**src/rtl/argmax_classifier_if.sv**
```systemverilog
// Score/result bundle between the output FC layer (master) and argmax_classifier (slave).
// ARGMAX_MARGIN_EN adds the unsigned best-minus-runner-up margin signal.
interface argmax_classifier_if #(
  parameter int NUM_CLASSES = 10,
  parameter int DATA_W      = 16
);
  localparam int IDX_W = $clog2(NUM_CLASSES);

  logic signed [DATA_W-1:0] scores [NUM_CLASSES];
  logic                     valid_in;
  logic                     in_ready;
  logic [IDX_W-1:0]         class_idx;
  logic signed [DATA_W-1:0] max_score;
  logic                     valid_out;
`ifdef ARGMAX_MARGIN_EN
  logic [DATA_W-1:0]        margin;

  modport master (
    output scores, valid_in,
    input  in_ready, class_idx, max_score, valid_out, margin
  );

  modport slave (
    input  scores, valid_in,
    output in_ready, class_idx, max_score, valid_out, margin
  );
`else
  modport master (
    output scores, valid_in,
    input  in_ready, class_idx, max_score, valid_out
  );

  modport slave (
    input  scores, valid_in,
    output in_ready, class_idx, max_score, valid_out
  );
`endif
endinterface

```
**src/rtl/argmax_classifier.sv**
```systemverilog
// Serial argmax over one captured frame of signed class scores, one compare per clock.
// Optional ARGMAX_MARGIN_EN: also tracks the runner-up and reports a saturated margin.
module argmax_classifier #(
  parameter int NUM_CLASSES = 10,
  parameter int DATA_W      = 16
) (
  input  logic               clk,
  input  logic               rst,
  argmax_classifier_if.slave bus
);
  localparam int IDX_W = $clog2(NUM_CLASSES);
  localparam logic [IDX_W-1:0] LAST_IDX = IDX_W'(NUM_CLASSES - 1);
  localparam logic signed [DATA_W-1:0] SCORE_MIN = {1'b1, {(DATA_W-1){1'b0}}};

  typedef enum logic [1:0] {IDLE, SCAN, DONE} state_t;

  state_t                   state_q, state_d;
  logic [IDX_W-1:0]         cnt_q;
  logic                     accept;

  logic signed [DATA_W-1:0] bank_p0 [NUM_CLASSES];
  logic signed [DATA_W-1:0] cur_p0;
  logic signed [DATA_W-1:0] best_p1;
  logic [IDX_W-1:0]         best_idx_p1;
  logic                     gt_best_p0;

  logic                     vld_p2;
  logic [IDX_W-1:0]         class_idx_p2;
  logic signed [DATA_W-1:0] max_score_p2;

`ifdef ARGMAX_MARGIN_EN
  localparam logic signed [DATA_W:0] MARGIN_MAX = {2'b00, {(DATA_W-1){1'b1}}};

  logic signed [DATA_W-1:0] second_p1;
  logic                     gt_second_p0;
  logic [DATA_W-1:0]        margin_p2;

  // Difference is taken one bit wider so full-scale spreads cannot wrap.
  function automatic logic [DATA_W-1:0] sat_margin(
    input logic signed [DATA_W-1:0] hi,
    input logic signed [DATA_W-1:0] lo
  );
    logic signed [DATA_W:0] diff;
    diff = {hi[DATA_W-1], hi} - {lo[DATA_W-1], lo};
    if (diff > MARGIN_MAX)
      return MARGIN_MAX[DATA_W-1:0];
    else if (diff < 0)
      return '0;
    else
      return diff[DATA_W-1:0];
  endfunction
`endif

  always_comb begin
    state_d     = state_q;
    bus.in_ready = (state_q != SCAN);
    accept      = bus.valid_in && (state_q != SCAN);
    case (state_q)
      IDLE:    if (accept) state_d = SCAN;
      SCAN:    if (cnt_q == LAST_IDX) state_d = DONE;
      DONE:    state_d = accept ? SCAN : IDLE;
      default: state_d = IDLE;
    endcase
  end

  always_comb begin
    cur_p0     = bank_p0[cnt_q];
    gt_best_p0 = (cur_p0 > best_p1);
`ifdef ARGMAX_MARGIN_EN
    gt_second_p0 = (cur_p0 > second_p1);
`endif
  end

  always_ff @(posedge clk) begin
    if (rst) begin
      state_q      <= IDLE;
      cnt_q        <= '0;
      vld_p2       <= 1'b0;
      class_idx_p2 <= '0;
      max_score_p2 <= '0;
`ifdef ARGMAX_MARGIN_EN
      margin_p2    <= '0;
`endif
    end else begin
      state_q <= state_d;
      vld_p2  <= (state_q == DONE);
      if (accept)
        cnt_q <= IDX_W'(1);
      else if (state_q == SCAN)
        cnt_q <= (cnt_q == LAST_IDX) ? '0 : cnt_q + 1'b1;
      if (state_q == DONE) begin
        class_idx_p2 <= best_idx_p1;
        max_score_p2 <= best_p1;
`ifdef ARGMAX_MARGIN_EN
        margin_p2    <= sat_margin(best_p1, second_p1);
`endif
      end
    end
  end

  // p0: frame capture; p1: running best updated from the captured bank only
  always_ff @(posedge clk) begin
    if (accept) begin
      bank_p0     <= bus.scores;
      best_p1     <= bus.scores[0];
      best_idx_p1 <= '0;
`ifdef ARGMAX_MARGIN_EN
      second_p1   <= SCORE_MIN;
`endif
    end else if (state_q == SCAN) begin
      if (gt_best_p0) begin
        best_p1     <= cur_p0;
        best_idx_p1 <= cnt_q;
`ifdef ARGMAX_MARGIN_EN
        second_p1   <= best_p1;
`endif
      end
`ifdef ARGMAX_MARGIN_EN
      else if (gt_second_p0) begin
        second_p1 <= cur_p0;
      end
`endif
    end
  end

  // p2: registered results, held between pulses
  assign bus.valid_out = vld_p2;
  assign bus.class_idx = class_idx_p2;
  assign bus.max_score = max_score_p2;
`ifdef ARGMAX_MARGIN_EN
  assign bus.margin    = margin_p2;
`endif

endmodule

```
**src/flat_wrapper.sv**
```systemverilog
// flat-port wrapper written by rule: the top's interface ports become plain ports
module argmax_classifier_flat 
#(
  parameter int NUM_CLASSES = 10,
  parameter int DATA_W      = 16
)
  (clk, rst, bus_scores, bus_valid_in, bus_in_ready, bus_class_idx, bus_max_score, bus_valid_out);
  argmax_classifier_if #(.NUM_CLASSES(NUM_CLASSES), .DATA_W(DATA_W)) bus_i ();
  input  logic clk;
  input  logic rst;
  input wire logic [$bits(bus_i.scores)-1:0] bus_scores;
  input wire logic [$bits(bus_i.valid_in)-1:0] bus_valid_in;
  output wire logic [$bits(bus_i.in_ready)-1:0] bus_in_ready;
  output wire logic [$bits(bus_i.class_idx)-1:0] bus_class_idx;
  output wire logic [$bits(bus_i.max_score)-1:0] bus_max_score;
  output wire logic [$bits(bus_i.valid_out)-1:0] bus_valid_out;
  assign bus_i.scores = {>>{bus_scores}};
  assign bus_i.valid_in = bus_valid_in;
  assign bus_in_ready = bus_i.in_ready;
  assign bus_class_idx = bus_i.class_idx;
  assign bus_max_score = bus_i.max_score;
  assign bus_valid_out = bus_i.valid_out;
  argmax_classifier #(.NUM_CLASSES(NUM_CLASSES), .DATA_W(DATA_W)) u_core (.clk(clk), .rst(rst), .bus(bus_i));
endmodule
```
**config.mk**
```make
export PLATFORM = sky130hd
export DESIGN_NAME = argmax_classifier_flat
export DESIGN_NICKNAME = d
export VERILOG_FILES = /design/src/rtl/argmax_classifier_if.sv /design/src/rtl/argmax_classifier.sv /design/src/flat_wrapper.sv
export SDC_FILE = /design/constraint.sdc
export NUM_CORES = 1
export LEC_CHECK = 0
export CAP_MARGIN = 20
export CORE_MARGIN = 8
export CORE_UTILIZATION = 50
export CTS_CLUSTER_DIAMETER = 60
export DETAILED_ROUTE_END_ITERATION = 6
export GPL_ROUTABILITY_DRIVEN = 0
export GPL_TIMING_DRIVEN = 0
export PLACE_DENSITY = 0.78
export SYNTH_ARGS = -nofsm -noshare
export SYNTH_HDL_FRONTEND = slang
export SYNTH_SLANG_ARGS = --single-unit
```
**constraint.sdc**
```tcl
create_clock -name clk -period 8.9 [get_ports clk]
set_clock_uncertainty 0.15 [all_clocks]
set_input_delay 1.78 -clock clk [delete_from_list [all_inputs] [get_ports clk]]
set_output_delay 1.78 -clock clk [all_outputs]
set_load 0.05 [all_outputs]
```
# Word level (Yosys, flattened, before mapping)
# Cells that the tools add are included.
[totals]
regBits = 207
inputBits = 163
output_inout_bits = 22
[classes]
bitwise = 1
muxes = 13
n_addsub = 1
reduce_logical = 8
magnitude_cmp = 2
n_eq_ne = 6
[op_table]
columns = ["cell", "n"]
rows = [
  ["16-bit 2-to-1 mux", 5],
  ["16-bit binary-select mux with 4-bit select", 1],
  ["16-bit greater-than comparator", 1],
  ["2-bit case mux with 3 select lines", 1],
  ["2-bit AND reduction", 3],
  ["5-bit >= comparator, second input constant", 1],
  ["4-bit NOT with 5-bit output", 1],
  ["4-bit by 1-bit adder with 4-bit output, second input constant", 1],
  ["4-bit equality test, second input constant", 1],
  ["2-bit 2-to-1 mux", 2],
  ["4-bit 2-to-1 mux", 1],
  ["2-bit by 1-bit inequality test with 1-bit output, second input constant", 2],
  ["2-bit nonzero test", 2],
  ["1-bit 2-to-1 mux", 3],
  ["2-bit by 1-bit equality test with 1-bit output, second input constant", 1],
  ["2-bit equality test, second input constant", 1],
  ["2-bit logical NOT", 1],
  ["2-bit inequality test, second input constant", 1],
  ["2-bit OR reduction", 1],
  ["1-bit logical AND", 1],
]

# Longest topological paths before layout
# Gate-level depths: netlist (run 1).
[depth]
word_depth = 8
mapped_depth = 13

# Least setup slack after synthesis (run 1)
# Ideal clock, no wire load.
[synth_path]
kind = "input -> register"
from = "input port bus_valid_in"
to = "register u_core.bank_p0[0] (netlist name) (enable)"
path_buffers = 1
stages = 3
setup_slack_ns = 1.661
t_arrival_ns = 6.502
setup_ns = 0.587
required_time_ns = 8.163
cell_sequence = "nand2_2 inv_2 clkbuf_1"
[synth_via]
elab_chain_cells = 1
[synth_lines]
columns = ["element", "line", "source"]
rows = [
  ["from (decl)", "flat_wrapper.sv:12", "input wire logic [$bits(bus_i.valid_in)-1:0] bus_valid_in;"],
  ["1-bit logical AND", "argmax_classifier.sv:57", "accept = bus.valid_in && (state_q != SCAN);"],
  ["via u_core.accept", "argmax_classifier.sv:19", "logic accept;"],
  ["to (signal assigned)", "argmax_classifier.sv:104", "bank_p0 <= bus.scores;"],
  ["to (decl)", "argmax_classifier.sv:21", "logic signed [DATA_W-1:0] bank_p0 [NUM_CLASSES];"],
]
# The timed path passes the listed nets, and every way through them passes these cells.
# A chain may end at the register's enable or synchronous reset.

# Final worst setup path (run 1)
[layout_path]
from = "register u_core.cnt_q[1]"
to = "register u_core.best_p1[9] (enable)"
[layout_via]
elab_chain_cells = 7
[layout_lines]
columns = ["element", "line", "source"]
rows = [
  ["from (decl)", "argmax_classifier.sv:18", "logic [IDX_W-1:0] cnt_q;"],
  ["from (signal assigned)", "argmax_classifier.sv:90", "cnt_q <= (cnt_q == LAST_IDX) ? '0 : cnt_q + 1'b1;"],
  ["4-bit NOT with 5-bit output (implied by the code)", "argmax_classifier.sv:67", "cur_p0 = bank_p0[cnt_q];"],
  ["16-bit binary-select mux with 4-bit select", "argmax_classifier.sv:67", ""],
  ["16-bit 2-to-1 mux (implied by the code) (2 in series)", "argmax_classifier.sv:67", ""],
  ["16-bit greater-than comparator", "argmax_classifier.sv:68", "gt_best_p0 = (cur_p0 > best_p1);"],
  ["2-bit nonzero test (no source line)", "--", ""],
  ["2-bit AND reduction (no source line)", "--", ""],
  ["to (signal assigned)", "argmax_classifier.sv:105", "best_p1 <= bus.scores[0];"],
  ["to (signal assigned)", "argmax_classifier.sv:112", "best_p1 <= cur_p0;"],
  ["to (decl)", "argmax_classifier.sv:23", "logic signed [DATA_W-1:0] best_p1;"],
]
# Every way passes these cells. The select of a mux whose other input is x is not followed.

==> out/results.ini, run 1 <==
[global_route]
grt_pass1_wl_um = 28900
antenna_found_initial = 0
grt_pass1_vias = 5467
gr-usage-all-layers = 0.183
grt.overflow.total = 0
grt_max_degree = 79

[synthesis]
ys.flop_type = edfxtp_1
avgSynthCellArea_um2 = 15.9
ys_seq_elements = 207
ys_warn_count = 0
syn_area_mm2 = 0.00828
yosys.area_share.xor_xnor = 0.00106
synthMuxAreaShare = 0.132
ys_top_cells_by_area = edfxtp_1 64%, mux4_2 8.7%, dfxtp_1 7.5%, mux2i_1 4.5%, ha_1 2.4%
netlist_top_cells_count = 176 x edfxtp_1, 53 x nor2_1, 48 x nand2_1
ys_seq_area_frac = 0.713
yosysUniqueCellTypes = 39
synthAdderAreaFrac = 0.0242
syn_inst = 520
synth-compound-area-share = 0.0393
synth_fp_nets = 699
synth_top_cell_area_share = 0.638
synth_top_family_by_area = multiplexers
synth_edf_count = 176
synthArstFlopShare = 0
yosysMostFrequentCell = edfxtp_1
yosysTopAreaCell = edfxtp_1
synth_simple_gate_area_frac = 0.0618

[routing]
drt-total-wl_um = 19200
ant_nets = 0
drc_errors = 0
drt_pre_antenna_iters = 6
drt_iter0_markers = 317
post_drt_wl_per_cell_um = 19.9
vias_per_cell = 5.28
dr_total_vias = 5098

[timing]
rsz0062_at_grt = false
slew_violations = 0
setup_tns_ns = 0
min_period_ns = 4.65
hold_viol = 0
setup_viol = 0
fmax_mhz = 215
maxSlewHeadroom = 0.504
timing.final.ws_setup_ns = 4.25
fin_crit_sh = 0.522
worst_pin_slew_ns = 0.744

[critical_path]
crit_arrival_ns = 4.61
reg2regPathDepth = 12
ff2ff_setup_slack_ns = 4.25
critPathLaunchType = flop
crit_type = reg2reg
end_kind = flop
worst_ep_required_time_ns = 8.87
worstPathMaxFanout = 16
rr_endpoint = u_core.best_p1[9]
r2r-start = u_core.cnt_q[1]

[floorplanning]
dieArea_mm2 = 0.0209
die_w_um = 145
start_util = 0.505
die_height_um = 145
rows = 47
boundaryPins = 185
coreArea_mm2 = 0.0164

[power]
ir_worst_vdd_mv = 0.192
power.density_mw_per_mm2 = 206
leakage_uw = 0.00403

[clock_network]
cts.htree.levels = 1
root_buffer = clkbuf_16
cts_hold_buf = 0
cts_tree = built
cts.sinks = 207
clock_latency_ns = 0.50
post_cts_buffers = 0
cts_resized = 0
ctsLongestPathBuffers = 3
clkTransAtPathRegs_ns = 0.06
cts_made_buffers = 22

[layout]
syn2layout_area_growth_pct = 34.7
diodes = 0
postLayoutCoreUtil = 0.680
num-nets-final = 908
drive_gt1_frac = 0.118
num-fill-cells = 1068

[job]
maxCapViolCount = 0

[placed_design]
hpwl_um = 14000
io_buffers = 183
post-place-ws_ns = 4.26

[worst_hold_path]
hp-class = reg2reg
min_to = u_core.bus.class_idx[1]
worstHoldStart = u_core.bus.class_idx[1]
holdPathStages = 2

[run_status]
outcome = complete, no violations

flip-flops by register name, summed over array words and instances, names as in the netlist:
| name | cells |
|---|---|
| u_core.bank_p0 | 160 |
| u_core.best_idx_p1 | 4 |
| u_core.best_p1 | 16 |
| u_core.bus.class_idx | 4 |
| u_core.bus.max_score | 16 |
| u_core.bus.valid_out | 1 |
| u_core.cnt_q | 4 |
| u_core.state_q | 2 |
how the worst max path moves through the flow:
stage	start	end	slack, ns
after global routing	u_core.cnt_q[1]	u_core.best_p1[9]	3.90
after CTS	u_core.cnt_q[1]	u_core.best_p1[9]	4.23
after detailed placement	u_core.cnt_q[1]	u_core.best_p1[10]	4.26
after global placement	bus_valid_in	u_core.bank_p0[142]	-0.25
after floorplan	bus_valid_in	u_core.bank_p0[0]	1.66
final	u_core.cnt_q[1]	u_core.best_p1[9]	4.25
layout by cell type (no fill, tap or decap), types with 2 or more instances in the layout:
| cell type | netlist | routed |
|---|---|---|
| o22ai_1 | 15 | 15 |
| mux2i_1 | 37 | 37 |
| buf_4 | 4 | 4 |
| nor2_1 | 53 | 53 |
| mux4_2 | 32 | 32 |
| inv_1 | 18 | 18 |
| nor3_1 | 7 | 7 |
| edfxtp_1 | 176 | 176 |
| nand2_1 | 48 | 48 |
| nand4_1 | 4 | 4 |
| buf_1 | 4 | 4 |
| clkbuf_16 | 0 | 23 |
| buf_6 | 2 | 2 |
| clkbuf_1 | 11 | 11 |
| a21oi_1 | 29 | 29 |
| nor2b_1 | 2 | 2 |
| inv_2 | 5 | 5 |
| buf_2 | 3 | 3 |
| dfxtp_1 | 31 | 31 |
| clkdlybuf4s50_1 | 0 | 183 |
| bufinv_16 | 0 | 2 |
| clkinv_2 | 0 | 6 |
| o21ai_0 | 3 | 3 |
| buf_16 | 0 | 2 |
| clkinv_1 | 0 | 6 |
| nand3_1 | 2 | 2 |
| ha_1 | 16 | 16 |
power breakdown:
group	total, uW	internal, uW	switching [uW]
sequential	1150	1130	20.6
combinational	265	143	122
clock	885	527	358
area by class of cell:
cell class                      instances  area (um^2)  area share
Clock buffer                           24          579      0.0519
Tap cell                              220          275      0.0247
Clock inverter                         16          129      0.0116
Buffer                                 26          156      0.0140
Multi-Input combinational cell        264         2140       0.192
Timing Repair Buffer                  185         1890       0.169
Inverter                               23         86.3     0.00774
Sequential cell                       207         5910       0.529
critical path: stages, from the launching register on:
cell	delay (ns)
dfxtp_1	0.35
buf_4	0.24
clkbuf_1	0.60
mux4_2	0.41
mux2i_1	0.16
o22ai_1	0.16
ha_1	0.39
nand4_2	0.18
a2111o_1	0.46
and4_4	0.19
or3_1	0.32
buf_6	0.15
nand2_1	0.51
metal layers:
layer,track usage,vias to the layer above,routed length [um]
met3,0.0387,23,1460
met5,0,-,0
met4,0.0460,0,295
met1,0.225,2489,7530
li1,-,2390,-
met2,0.322,196,9910
metrics by stage:
stage | total power (uW) | instances | hold slack, ns | instance area [um^2]
4_1_cts | 2310 | 965 | 0.307 | 11200
3_5_place_dp | 1430 | 925 | 0.299 | 10400
6_report | 2300 | 965 | 0.307 | 11200
2_1_floorplan | 1310 | 520 | 0.282 | 8280
3_3_place_gp | 1430 | 923 | 0.298 | 10400
5_1_grt | 2380 | 965 | 0.318 | 11200
kinds of logic after synthesis:
logic type / count (synthesis)
muxes: 69
and+or+nand+nor: 122
xor gates and xnor gates: 1
adders and majority gates: 16
buffers and inverters: 49
AOI/OAI and AO/OA: 56
DFF: 207
No activity file was read; power rests on OpenSTA's default activity.
==> inputs of run 2 (changes only) <==
CORE_UTILIZATION = 45   (was 50)
PLACE_DENSITY = 0.74   (was 0.78)
clock period = 4.2 ns   (was 8.9 ns; I/O delays follow)
==> run 2 against run 1 <==
Worst setup slack got worse by 4.0 ns. First-iteration DRC count decreased by 10%. Sequential power increased by 110%. Largest power group unchanged.
==> out/results.ini, run 2 (same netlist as run 1, synthesis figures left out) <==
[run_status]
outcome = complete, no violations  ; unchanged

[critical_path]
worstPathMaxFanout = 16  ; unchanged
slowest_stage = mux4_2  ; was clkbuf_1
crit_family = simple AND/OR/NAND/NOR gates  ; unchanged
end_kind = flop  ; unchanged
cpPeakStageDelay_ns = 0.53  ; was 0.60 ns
cpMostUsedCell = buf_6
cp.buffers_inverters = 3  ; unchanged
reg2regPathDepth = 12  ; unchanged
ff2ff_setup_slack_ns = 0.21  ; was 4.25 ns
worst_ep_required_time_ns = 4.22  ; was 8.87 ns
rr_endpoint = u_core.best_p1[13]  ; was u_core.best_p1[9]
critPathLaunchType = flop  ; unchanged
r2r-start = u_core.cnt_q[0]  ; was u_core.cnt_q[1]
crit_arrival_ns = 4.01  ; was 4.61 ns
crit_type = reg2reg  ; unchanged
crit_path_cell_trace = clkbuf_4, buf_6, mux4_2, mux2i_1, o22ai_1, ha_1, nand4_2, a2111o_1, and4_4, or3_1, buf_6, nand2_4  ; was buf_4, clkbuf_1, mux4_2, mux2i_1, o22ai_1, ha_1, nand4_2, a2111o_1, and4_4, or3_1, buf_6, nand2_1

[clock_network]
cts.htree.levels = 1  ; unchanged
cts_resized = 4  ; was 0
cts_hold_buf = 0  ; unchanged
post_cts_buffers = 0  ; unchanged
cts_made_buffers = 22  ; unchanged
cts.sinks = 207  ; unchanged
cts_tree = built  ; unchanged
ctsLongestPathBuffers = 3  ; unchanged
root_buffer = clkbuf_16  ; unchanged
clkTransAtPathRegs_ns = 0.06  ; about the same
clock_latency_ns = 0.49  ; was 0.50 ns

[floorplanning]
boundaryPins = 185  ; unchanged
coreArea_mm2 = 0.0180  ; was 0.0164 mm^2
dieArea_mm2 = 0.0230  ; was 0.0209 mm^2
rows = 49  ; was 47
die_height_um = 152  ; was 145 um
start_util = 0.459  ; was 0.505
die_w_um = 152  ; was 145 um

[layout]
final_area_mm2 = 0.0112  ; unchanged
diodes = 0  ; unchanged
seq_area_mm2 = 0.00591  ; unchanged
mostFrequentLayoutCell = clkdlybuf4s50_1  ; unchanged
largest_reg_flops = 160  ; unchanged
multi_input_area_mm2 = 0.00215  ; was 0.00214 mm^2
syn2layout_area_growth_pct = 34.7  ; unchanged
num-fill-cells = 1343  ; was 1,068
final_cell_mix = 183 x clkdlybuf4s50_1, 176 x edfxtp_1, 53 x nor2_1, 47 x nand2_1, 37 x mux2i_1  ; was 183 x clkdlybuf4s50_1, 176 x edfxtp_1, 53 x nor2_1, 48 x nand2_1, 37 x mux2i_1
drive_gt1_frac = 0.124  ; was 0.118
largest-register = u_core.bank_p0  ; unchanged
num-nets-final = 907  ; was 908

[placed_design]
place_area_mm2 = 0.0104  ; about the same
io_buffers = 183  ; unchanged
hpwl_um = 14400  ; was 14,000 um

[power]
p_comb_frac = 0.117  ; was 0.115
clkPwrFrac = 0.379  ; was 0.385
power.density_mw_per_mm2 = 432  ; was 206 mW/mm^2
leakage_uw = 0.00403  ; about the same
p_switching_uw = 1050  ; was 501 uW
p_int_uw = 3770  ; was 1800 uW
ir_worst_vdd_mv = 0.283  ; was 0.192 mV
switching_share = 0.218  ; about the same
power_frac_seq = 0.504  ; was 0.499

[timing]
fmax_mhz = 251  ; was 215 MHz
rsz0062_at_grt = false  ; unchanged
setup_viol = 0  ; unchanged
fin_crit_sh = 0.950  ; was 0.522
hold_viol = 0  ; unchanged
min_period_ns = 3.99  ; was 4.65 ns
worst_pin_slew_ns = 0.741  ; was 0.744 ns
setup_tns_ns = 0  ; unchanged
maxSlewHeadroom = 0.506  ; was 0.504
slew_violations = 0  ; unchanged
hold_ws_ns = 0.307  ; about the same

[worst_hold_path]
holdPathStages = 2  ; unchanged
hp-class = reg2reg  ; unchanged
min_to = u_core.bus.max_score[10]  ; was u_core.bus.class_idx[1]
worstHoldStart = u_core.bus.max_score[10]  ; was u_core.bus.class_idx[1]

[routing]
vias_per_cell = 5.20  ; was 5.28
drt_pre_antenna_iters = 4  ; was 6
drt-total-wl_um = 19400  ; was 19,200 um
drt_iter0_markers = 285  ; was 317
ant_nets = 0  ; unchanged
drc_errors = 0  ; unchanged
dr_total_vias = 5061  ; was 5,098
post_drt_wl_per_cell_um = 19.9  ; about the same

[job]
maxCapViolCount = 0  ; unchanged

[global_route]
grt.overflow.total = 0  ; unchanged
antenna_found_initial = 0  ; unchanged
grt_pass1_wl_um = 29500  ; was 28,900 um
grt_max_degree = 91  ; was 79
gr-usage-all-layers = 0.169  ; was 0.183
grt_pass1_vias = 5633  ; was 5,467

-- run 2: changes by cell type in the layout (fill, tap and decap cells not counted), sizes merged --
cell	previous run	this run
clkinv	13	6
bufinv	2	0
buf	16	13
clkinvlp	1	0
clkbuf	36	46
inv	23	25
-- run 2: cell type report --
| type | count | share of cell area |
|---|---|---|
| plain buffers | 26 | 0.0155 |
| clock buffers | 32 | 0.0585 |
| clock inverters | 8 | 0.00370 |
| inverters | 23 | 0.00774 |
| multi-input cells | 264 | 0.193 |
| flip-flops and latches | 207 | 0.529 |
| well taps | 229 | 0.0257 |
| repair buffers | 184 | 0.167 |
-- run 2: worst max path at each step --
stage                                from            endpoint  slack (ns)  cells after the start
after floorplan           u_core.cnt_q[0]   u_core.best_p1[0]        0.32                     12
after global placement       bus_valid_in  u_core.bank_p0[46]       -0.89                      4
after detailed placement  u_core.cnt_q[1]   u_core.best_p1[9]       -0.44                     13
after CTS                 u_core.cnt_q[0]  u_core.best_p1[14]        0.04                     13
after global routing      u_core.cnt_q[0]  u_core.best_p1[12]        0.01                     12
final                     u_core.cnt_q[0]  u_core.best_p1[13]        0.21                     12
-- run 2: metrics by stage --
step | std cells | setup WS (ns) | utilization | total power [uW]
detailed placement | 933 | -0.443 | 0.579 | 3040
finish | 973 | 0.211 | 0.619 | 4820
CTS | 973 | 0.0432 | 0.618 | 4860
floorplan | 520 | 0.320 | - | 2770
global route | 973 | 0.0116 | 0.619 | 5000
global placement | 932 | -0.886 | 0.577 | 3020
-- run 2: worst min-delay path: stages, from the launching register on --
cell	delay, ns
dfxtp_1	0.31
nand2_1	0.05
a21oi_1	0.05
-- run 2: layer usage --
layer | global-route usage | up-vias | routed length (um)
met4 | 0.0583 | 0 | 470
met5 | 0 | - | 0
li1 | - | 2385 | -
met3 | 0.0321 | 34 | 1210
met1 | 0.206 | 2461 | 7800
met2 | 0.294 | 181 | 9920
-- run 2: power groups by stage --
stage	registers, uW	clock network [uW]	logic, uW
5_1_grt	2440	1950	616
4_1_cts	2430	1860	570
3_5_place_dp	2470	0	564
6_report	2430	1820	564
2_1_floorplan	2460	0	309
3_3_place_gp	2480	0	544
==> inputs of run 3 (changes only) <==
--- a/config.mk
+++ b/config.mk
@@ -7,5 +7,4 @@
 export LEC_CHECK = 0
 export CAP_MARGIN = 20
-export CORE_MARGIN = 8
 export CORE_UTILIZATION = 45
 export CTS_CLUSTER_DIAMETER = 60
--- a/constraint.sdc
+++ b/constraint.sdc
@@ -3,3 +3,3 @@
 set_input_delay 0.84 -clock clk [delete_from_list [all_inputs] [get_ports clk]]
 set_output_delay 0.84 -clock clk [all_outputs]
-set_load 0.05 [all_outputs]
+set_load 0.005 [all_outputs]
==> run 3 against run 2 <==
Non-clock buffer count did not move. Cell count stayed put. Sequential power barely moved. Utilization grew 0.38 points. Critical path depth unchanged. Via count is 0.36% lower. Critical path type unchanged. Critical endpoint is now u_core.best_p1[12]. Largest power group unchanged.
==> out/results.ini, run 3 (same netlist as run 1, synthesis figures left out) <==
[run_status]
outcome = complete, no violations  ; unchanged

[critical_path]
cpPeakStageDelay_ns = 0.44  ; was 0.53 ns
crit_arrival_ns = 4.01  ; about the same
critPathLaunchType = flop  ; unchanged
worstPathMaxFanout = 16  ; unchanged
end_kind = flop  ; unchanged
worst_ep_required_time_ns = 4.23  ; was 4.22 ns
crit_type = reg2reg  ; unchanged
slowest_stage = a2111o_1  ; was mux4_2
crit_path_cell_trace = buf_4, clkbuf_2, mux4_2, mux2i_1, o22ai_1, ha_1, nand4_2, a2111o_1, and4_4, or3_1, buf_6, nand2_4  ; was clkbuf_4, buf_6, mux4_2, mux2i_1, o22ai_1, ha_1, nand4_2, a2111o_1, and4_4, or3_1, buf_6, nand2_4
cp_num_cells = 12  ; unchanged
reg2regPathDepth = 12  ; unchanged
cp.buffers_inverters = 3  ; unchanged
crit_family = simple AND/OR/NAND/NOR gates  ; unchanged

[floorplanning]
rows = 49  ; unchanged
die_w_um = 138  ; was 152 um
boundaryPins = 185  ; unchanged
start_util = 0.459  ; unchanged
coreArea_mm2 = 0.0180  ; unchanged
die_height_um = 138  ; was 152 um
dieArea_mm2 = 0.0190  ; was 0.0230 mm^2

[global_route]
antenna_found_initial = 0  ; unchanged
grt_max_degree = 107  ; was 91
gr-usage-all-layers = 0.196  ; was 0.169
grt_pass1_vias = 5288  ; was 5,633
grt_pass1_wl_um = 27400  ; was 29,500 um
grt.overflow.total = 0  ; unchanged

[timing]
setup_viol = 0  ; unchanged
fmax_mhz = 251  ; about the same
hold_viol = 0  ; unchanged
maxSlewHeadroom = 0.519  ; was 0.506
worst_pin_slew_ns = 0.722  ; was 0.741 ns
slew_violations = 0  ; unchanged
setup_tns_ns = 0  ; unchanged
min_period_ns = 3.98  ; was 3.99 ns
rsz0062_at_grt = false  ; unchanged
fin_crit_sh = 0.948  ; was 0.950

[placed_design]
placed_cells = 933  ; unchanged
hpwl_um = 13000  ; was 14,400 um
io_buffers = 183  ; unchanged

[routing]
dr_total_vias = 5043  ; was 5,061
ant_nets = 0  ; unchanged
post_drt_wl_per_cell_um = 18.7  ; was 19.9 um
vias_per_cell = 5.18  ; was 5.20
drt-total-wl_um = 18200  ; was 19,400 um
drt_iter0_markers = 316  ; was 285
drt_pre_antenna_iters = 4  ; unchanged
drc_errors = 0  ; unchanged

[power]
ir_worst_vdd_mv = 0.256  ; was 0.283 mV
power_frac_seq = 0.486  ; was 0.504
p_int_uw = 3930  ; was 3770 uW
switching_share = 0.214  ; was 0.218
p_switching_uw = 1070  ; was 1050 uW
leakage_uw = 0.00406  ; was 0.00403 uW
clkPwrFrac = 0.401  ; was 0.379
power.density_mw_per_mm2 = 445  ; was 432 mW/mm^2
p_comb_frac = 0.113  ; was 0.117

[layout]
stdcell_count = 973  ; unchanged
drive_gt1_frac = 0.125  ; was 0.124
num-nets-final = 907  ; unchanged
diodes = 0  ; unchanged
mostFrequentLayoutCell = clkdlybuf4s50_1  ; unchanged
final_cell_mix = 183 x clkdlybuf4s50_1, 176 x edfxtp_1, 53 x nor2_1, 47 x nand2_1, 37 x mux2i_1  ; unchanged
syn2layout_area_growth_pct = 35.5  ; was 34.7%
largest_reg_flops = 160  ; unchanged
largest-register = u_core.bank_p0  ; unchanged

[clock_network]
ctsLongestPathBuffers = 3  ; unchanged
cts_tree = built  ; unchanged
clock_latency_ns = 0.50  ; was 0.49 ns
cts_made_buffers = 22  ; unchanged
cts.sinks = 207  ; unchanged
cts.htree.levels = 1  ; unchanged
root_buffer = clkbuf_16  ; unchanged
post_cts_buffers = 0  ; unchanged
clkTransAtPathRegs_ns = 0.06  ; about the same

[worst_hold_path]
hp-class = reg2reg  ; unchanged
holdPathStages = 2  ; unchanged

[job]
maxCapViolCount = 0  ; unchanged

-- run 3: cell count changes in the layout (fill, tap and decap cells not counted) --
cell and delta:
clkbuf_8 -4, bufinv_16 +4, buf_8 +1, inv_4 -1, clkinv_2 +5, clkbuf_2 -3
inv_8 -1, clkbuf_4 -1, clkinv_1 -1, clkinvlp_4 +1
-- run 3: power groups by stage --
| stage | sequential [uW] | clock, uW | combinational (uW) |
|---|---|---|---|
| after floorplan | 2460 | 0 | 306 |
| after global placement | 2480 | 0 | 539 |
| after detailed placement | 2470 | 0 | 560 |
| after CTS | 2430 | 2040 | 566 |
| after global routing | 2440 | 2130 | 614 |
| final | 2430 | 2010 | 563 |
-- run 3: repair_timing --
action | CTS | global route
gates resized for setup | 4 | 8
pin swaps | 0 | 0
hold buffers | 0 | 0
setup endpoints to repair | 16 | 16
endpoints found under the hold margin | 0 | 0
-- run 3: worst reg2reg max path: stages (launching register included) --
cell and delay [ns]:
dfxtp_1 0.36, buf_4 0.24, clkbuf_2 0.35, mux4_2 0.37, mux2i_1 0.21, o22ai_1 0.15
ha_1 0.36, nand4_2 0.16, a2111o_1 0.44, and4_4 0.18, or3_1 0.33, buf_6 0.15
nand2_4 0.20
-- run 3: layout make-up --
type / count / area [um^2]
plain buffers: 26 / 180
well taps: 229 / 287
fillers: 1343 / 6800
inverters: 23 / 86.3
clock buffers: 25 / 583
clock inverters: 15 / 173
flip-flops and latches: 207 / 5910
multi-input cells: 264 / 2150
repair buffers: 184 / 1860
-- run 3: worst paths after layout --
path,from,end,slack [ns]
max,u_core.cnt_q[1],u_core.best_p1[12],0.22
min,u_core.bus.max_score[15],u_core.bus.max_score[15],0.30
min reg2reg,u_core.bus.max_score[15],u_core.bus.max_score[15],0.30
max reg2reg,u_core.cnt_q[1],u_core.best_p1[12],0.22
-- run 3: per-stage QoR --
| step | instance area [um^2] | setup slack, ns | total power, uW | utilization | hold slack (ns) |
|---|---|---|---|---|---|
| CTS | 11200 | 0.0412 | 5040 | 0.622 | 0.305 |
| global placement | 10400 | -0.877 | 3020 | 0.577 | 0.296 |
| detailed placement | 10400 | -0.480 | 3030 | 0.579 | 0.298 |
| finish | 11200 | 0.219 | 5000 | 0.623 | 0.304 |
| global route | 11200 | 0.0185 | 5190 | 0.623 | 0.328 |
| floorplan | 8280 | 0.320 | 2770 | - | 0.282 |
-- run 3: per-layer routing --
layer | GRT usage | routed length, um | vias up
li1 | - | - | 2390
met1 | 0.252 | 7440 | 2436
met2 | 0.338 | 9250 | 180
met3 | 0.0324 | 1030 | 37
met4 | 0.0641 | 463 | 0
met5 | 0 | 0 | -
